[src/rtl/tx_frame_arbiter.sv]
// tx_frame_arbiter: hands the shared byte serialiser to one frame source per frame.
// Build option: define TX_ARB_FIXED_PRIORITY_EN for lowest-index-wins priority instead of round-robin.
module tx_frame_arbiter #(
    parameter int NUM_SRC    = 2,
    parameter int GAP_CYCLES = 2
) (
    input  logic                   clk,
    input  logic                   rst,
    input  logic [NUM_SRC-1:0]     src_valid,
    input  logic [8*NUM_SRC-1:0]   src_data,
    input  logic [3*NUM_SRC-1:0]   src_data_bits,
    output logic [NUM_SRC-1:0]     src_req,
    output logic [7:0]             ser_data,
    output logic [2:0]             ser_data_bits,
    output logic                   ser_data_valid,
    input  logic                   ser_req,
    output logic [NUM_SRC-1:0]     grant,
    output logic                   busy,
    output logic                   frame_done
);

    localparam int IW = $clog2(NUM_SRC);
    localparam int CW = $clog2(GAP_CYCLES + 1);

    typedef enum logic [1:0] {
        S_IDLE,
        S_GRANT,
        S_ACTIVE,
        S_GAP
    } state_t;

    state_t        state_q, state_d;
    logic [IW-1:0] gidx_q, gidx_d;
    logic [CW-1:0] gap_q, gap_d;
    logic [IW-1:0] pick;
    logic          any_valid;
    logic          sel_valid;
    logic [7:0]    sel_data;
    logic [2:0]    sel_bits;

    assign any_valid = |src_valid;
    assign busy      = (state_q != S_IDLE);

`ifdef TX_ARB_FIXED_PRIORITY_EN
    always_comb begin
        pick = '0;
        for (int i = NUM_SRC - 1; i >= 0; i--) begin
            if (src_valid[i]) pick = IW'(i);
        end
    end
`else
    logic [IW-1:0] rr_q;
    logic [IW-1:0] rr_next;
    logic [IW-1:0] rr_idx;
    logic          rr_found;
    int            rr_pos;

    // Scan upwards from rr_ptr, wrapping past the last source.
    always_comb begin
        pick     = '0;
        rr_found = 1'b0;
        rr_idx   = '0;
        rr_pos   = 0;
        for (int i = 0; i < NUM_SRC; i++) begin
            rr_pos = int'(rr_q) + i;
            if (rr_pos >= NUM_SRC) rr_pos = rr_pos - NUM_SRC;
            rr_idx = IW'(rr_pos);
            if (!rr_found && src_valid[rr_idx]) begin
                pick     = rr_idx;
                rr_found = 1'b1;
            end
        end
    end

    always_comb begin
        rr_next = (int'(pick) == NUM_SRC - 1) ? '0 : pick + 1'b1;
    end

    always_ff @(posedge clk or posedge rst) begin
        if (rst) begin
            rr_q <= '0;
        end else if (state_q == S_IDLE && any_valid) begin
            rr_q <= rr_next;
        end
    end
`endif

    always_comb begin
        sel_valid = 1'b0;
        sel_data  = '0;
        sel_bits  = '0;
        for (int i = 0; i < NUM_SRC; i++) begin
            if (gidx_q == IW'(i)) begin
                sel_valid = src_valid[i];
                sel_data  = src_data[8*i +: 8];
                sel_bits  = src_data_bits[3*i +: 3];
            end
        end
    end

    always_comb begin
        grant = '0;
        if (busy) grant[gidx_q] = 1'b1;
    end

    assign ser_data      = busy ? sel_data : '0;
    assign ser_data_bits = busy ? sel_bits : '0;

    always_comb begin
        state_d        = state_q;
        gidx_d         = gidx_q;
        gap_d          = gap_q;
        src_req        = '0;
        ser_data_valid = 1'b0;
        frame_done     = 1'b0;
        unique case (state_q)
            S_IDLE: begin
                if (any_valid) begin
                    gidx_d  = pick;
                    state_d = S_GRANT;
                end
            end
            S_GRANT: begin
                state_d = S_ACTIVE;
            end
            S_ACTIVE: begin
                // A request in the frame's final cycle is still forwarded.
                src_req = ser_req ? grant : '0;
                if (sel_valid) begin
                    ser_data_valid = 1'b1;
                end else begin
                    frame_done = 1'b1;
                    gap_d      = CW'(GAP_CYCLES - 1);
                    state_d    = S_GAP;
                end
            end
            S_GAP: begin
                if (gap_q == '0) state_d = S_IDLE;
                else             gap_d   = gap_q - 1'b1;
            end
            default: begin
                state_d = S_IDLE;
            end
        endcase
    end

    always_ff @(posedge clk or posedge rst) begin
        if (rst) begin
            state_q <= S_IDLE;
            gidx_q  <= '0;
            gap_q   <= '0;
        end else begin
            state_q <= state_d;
            gidx_q  <= gidx_d;
            gap_q   <= gap_d;
        end
    end

endmodule

[config.mk]
export PLATFORM = sky130hd
export DESIGN_NAME = tx_frame_arbiter
export DESIGN_NICKNAME = d
export VERILOG_FILES = /design/src/rtl/tx_frame_arbiter.sv
export SDC_FILE = /design/constraint.sdc
export NUM_CORES = 1
export LEC_CHECK = 0
export CAP_MARGIN = 25
export CORE_MARGIN = 2
export CORE_UTILIZATION = 30
export CTS_CLUSTER_DIAMETER = 60
export CTS_CLUSTER_SIZE = 14
export DETAILED_ROUTE_END_ITERATION = 16
export GPL_TIMING_DRIVEN = 0
export PLACE_DENSITY = 0.75
export SYNTH_ARGS = -nofsm -noshare
export SYNTH_HDL_FRONTEND = slang
export SYNTH_SLANG_ARGS = --single-unit
[constraint.sdc]
create_clock -name clk -period 1.53 [get_ports clk]
set_input_delay 0.306 -clock clk [delete_from_list [all_inputs] [get_ports clk]]
set_output_delay 0.306 -clock clk [all_outputs]
set_load 0.02 [all_outputs]
==> flow_summary.toml, run 1 <==
[outcome]
status = "complete, but fails checks"
violations = "setup timing"

[yosys]
synth_edf_count = 0
synth.cell_area_um2 = 607
synth_top_area_cell = "dfrtp_1"
yosysWarnings = 0
synth_top_area_share_pct = 24.7
synth-seq-cells = 6
syn_nets = 104
synthCells = 72
avgSynthCellArea_um2 = 8.43
seq_area_frac_synth_pct = 24.7
synthArstFlopShare_pct = 100
synth-main-ff-cell = "dfrtp_1"
ys_types = 23
synth_commonest_cells = "16 x nor2_1, 11 x mux2i_1, 7 x inv_1"
synth_area_leaders = "dfrtp_1 25%, mux2i_1 18%, ha_1 10%"
synth_most_common_cell = "nor2_1"

[clock_tree]
numCtsBuffers = 3
cts.path.max_buffers = 2
clk_pin_slew_ns = 0.05
cts_tree = "built"
clk_latency_ns = 0.27
ctsHtreeMaxLevel = 1
clock-sinks = 6
cts_root_buf = "clkbuf_4"

[route]
wire_per_inst_um = 16.6
ant_nets = 0
dr.pass1.iters = 4
drc = 0
drt_iter0_markers = 16
vias = 800
finalWirelength_mm = 2.67
viasPerCell = 4.97

[timing]
rsz0062_at_grt = "true"
period_share_pct = 112
worst_slack_ns = -0.183
maxSlewHeadroom_pct = 80.6
finalHoldViolCount = 0
clock.fmax_mhz = 584
slew_violations = 0
final.setup_skew_ns = 0.0136
setup_viol = 18
min_period_ns = 1.71
worstMarginPinSlew_ns = 0.291

[floorplanning]
die_area_mm2 = 0.00240
core_mm2 = 0.00194
die_h_um = 49.0
start_util_pct = 31.3
io_pins = 45
num_rows = 16
die_w_um = 49.0

[global_route]
grt_pass1_vias = 714
grt_pass1_wl_mm = 3.26
grt_start_max_net_pins = 11
antenna_found_initial = 0
gr-total-overflow = 0
grt.total_usage_pct = 17.8

[placement]
post_dp_cell_area_mm2 = 0.00118
portBuffers = 44
place_congestion = 0.695
dp.cells = 143
hpwl_mm = 1.44

[critical_path]
worst_ep_required_time_ns = 1.22
cp-start-kind = "flip-flop"
arrival_ns = 1.41
cp_max_fo = 10
critPathKind = "flip-flop to output pin"
cp-end-kind = "output pin"

[pwr]
combPwrFrac_pct = 87.3
p_seq_share_pct = 8.2
vdd_ir_drop_max_mv = 1.72
internal_power_mw = 2.04
power.leakage_nw = 0.659
swShare_pct = 43.0
p_clk_share_pct = 4.4
power.density_mw_per_mm2 = 2240
p_sw_mw = 1.54

[cells_and_area]
area_growth_pct = 163
final_nets = 168
fill_cells = 104
multi_input_area_um2 = 694
layout.cells.non_filler = 161
diodes = 0
seq_area_um2 = 150
finish.instance_area_mm2 = 0.00160
drive_gt1_share_pct = 58.2

[flow_run]
drv_cap = 0

[hold_path]
worst_hold_path_type = "input port to asynchronous set/reset pin"
[cell families (layout without fill, tap and decap cells)]
family	Yosys count	count (layout)	synth area share, %
and+or+nand+nor	28	28	20.4
muxes	13	13	22.5
AOI/OAI and AO/OA	9	9	13.8
DFF	6	6	24.7
adders and majority gates	5	5	10.3
buffers and inverters	11	73	8.25
[cells in the final DEF (no fill, tap or decap), types with 2 or more instances in the layout]
master            n
buf_6            19
buf_12            2
clkdlybuf4s50_1  25
clkbuf_16         2
clkbuf_4          3
and3_4            2
inv_1             4
nand2b_1          2
nor2b_4           2
mux2_4            2
nor2_1            4
ha_4              3
mux2i_4          10
buf_4            14
dfrtp_1           6
inv_2             2
ha_1              2
a21oi_1           3
nand2_1           4
nor2_4           12
[metal layers]
| metal | vias to the layer above | part of all wire, % | GRT usage (%) |
|---|---|---|---|
| met5 | - | 0 | 0 |
| met4 | 0 | 1.2 | 4.29 |
| met3 | 8 | 4.6 | 6.13 |
| met2 | 28 | 57 | 30.8 |
| met1 | 391 | 37 | 21.1 |
| li1 | 373 | - | - |
[through the flow]
| step | setup WS [ns] | hold WS, ns | utilization [%] | power [mW] | setup TNS (ns) |
|---|---|---|---|---|---|
| 5_1_grt | -0.219 | 0.299 | 82.3 | 3.74 | -3.15 |
| 2_1_floorplan | -0.0143 | 0.0970 | - | 1.67 | -0.0143 |
| 3_3_place_gp | -0.634 | 0.479 | 61.0 | 2.28 | -9.72 |
| 3_5_place_dp | -0.634 | 0.488 | 61.0 | 2.31 | -10.12 |
| 6_report | -0.183 | 0.275 | 82.3 | 3.58 | -2.26 |
| 4_1_cts | -0.183 | 0.272 | 74.7 | 3.12 | -2.22 |
[timing repair]
item / CTS / global route
pin swaps: 11 / 4
setup endpoints to repair: 19 / 19
hold endpoints to repair: 0 / 0
hold buffers: 0 / 0
gates resized for setup: 134 / 23
cloned: 1 / 0
setup buffers: 9 / 6
[worst max-delay path, stage by stage, from the launching register on]
cell and delay, ns:
dfrtp_1 0.34, buf_6 0.13, buf_12 0.18, mux2i_2 0.29, nor2_4 0.06, buf_6 0.13
[final timing paths]
path | startpoint | end | slack, ns | cells after the start
hold / removal | rst | gap_q[0] | 0.27 | 2
max in group asynchronous | rst | state_q[0] | 1.04 | 2
setup / recovery | gidx_q | ser_data[2] | -0.18 | 5
setup reg to reg | state_q[1] | state_q[1] | -0.12 | 6
min in group clk | flip-flop | flip-flop | 0.52 | 1
hold reg to reg | flip-flop | flip-flop | 0.52 | 1
[power by group through the flow]
stage | clock [mW] | sequential, mW | combinational, mW
after floorplan | 0 | 0.283 | 1.38
after global placement | 0 | 0.291 | 1.99
after detailed placement | 0 | 0.296 | 2.02
after CTS | 0.155 | 0.286 | 2.68
after global routing | 0.175 | 0.299 | 3.27
final | 0.159 | 0.295 | 3.13
[area by class of cell]
| cell class | instances | area share [%] |
|---|---|---|
| flip-flops and latches | 6 | 9.40 |
| inverters | 7 | 1.80 |
| plain buffers | 3 | 3.52 |
| repair buffers | 60 | 38.3 |
| clock buffers | 3 | 1.41 |
| multi-input cells | 55 | 43.5 |
| well taps | 27 | 2.11 |
Note: power is estimated with default switching activity, not from simulation.
==> inputs of run 2 (changes only) <==
--- a/config.mk
+++ b/config.mk
@@ -5,7 +5,7 @@
 export SDC_FILE = /design/constraint.sdc
 export NUM_CORES = 1
 export LEC_CHECK = 0
-export CAP_MARGIN = 25
+export CAP_MARGIN = 10
 export CORE_MARGIN = 2
 export CORE_UTILIZATION = 30
 export CTS_CLUSTER_DIAMETER = 60
@@ -13,6 +13,7 @@
 export DETAILED_ROUTE_END_ITERATION = 16
 export GPL_TIMING_DRIVEN = 0
 export PLACE_DENSITY = 0.75
+export SLEW_MARGIN = 20
 export SYNTH_ARGS = -nofsm -noshare
 export SYNTH_HDL_FRONTEND = slang
 export SYNTH_SLANG_ARGS = --single-unit
==> results of run 2 <==
Same layout as run 1: the final DEF is identical, and so are final timing and power.
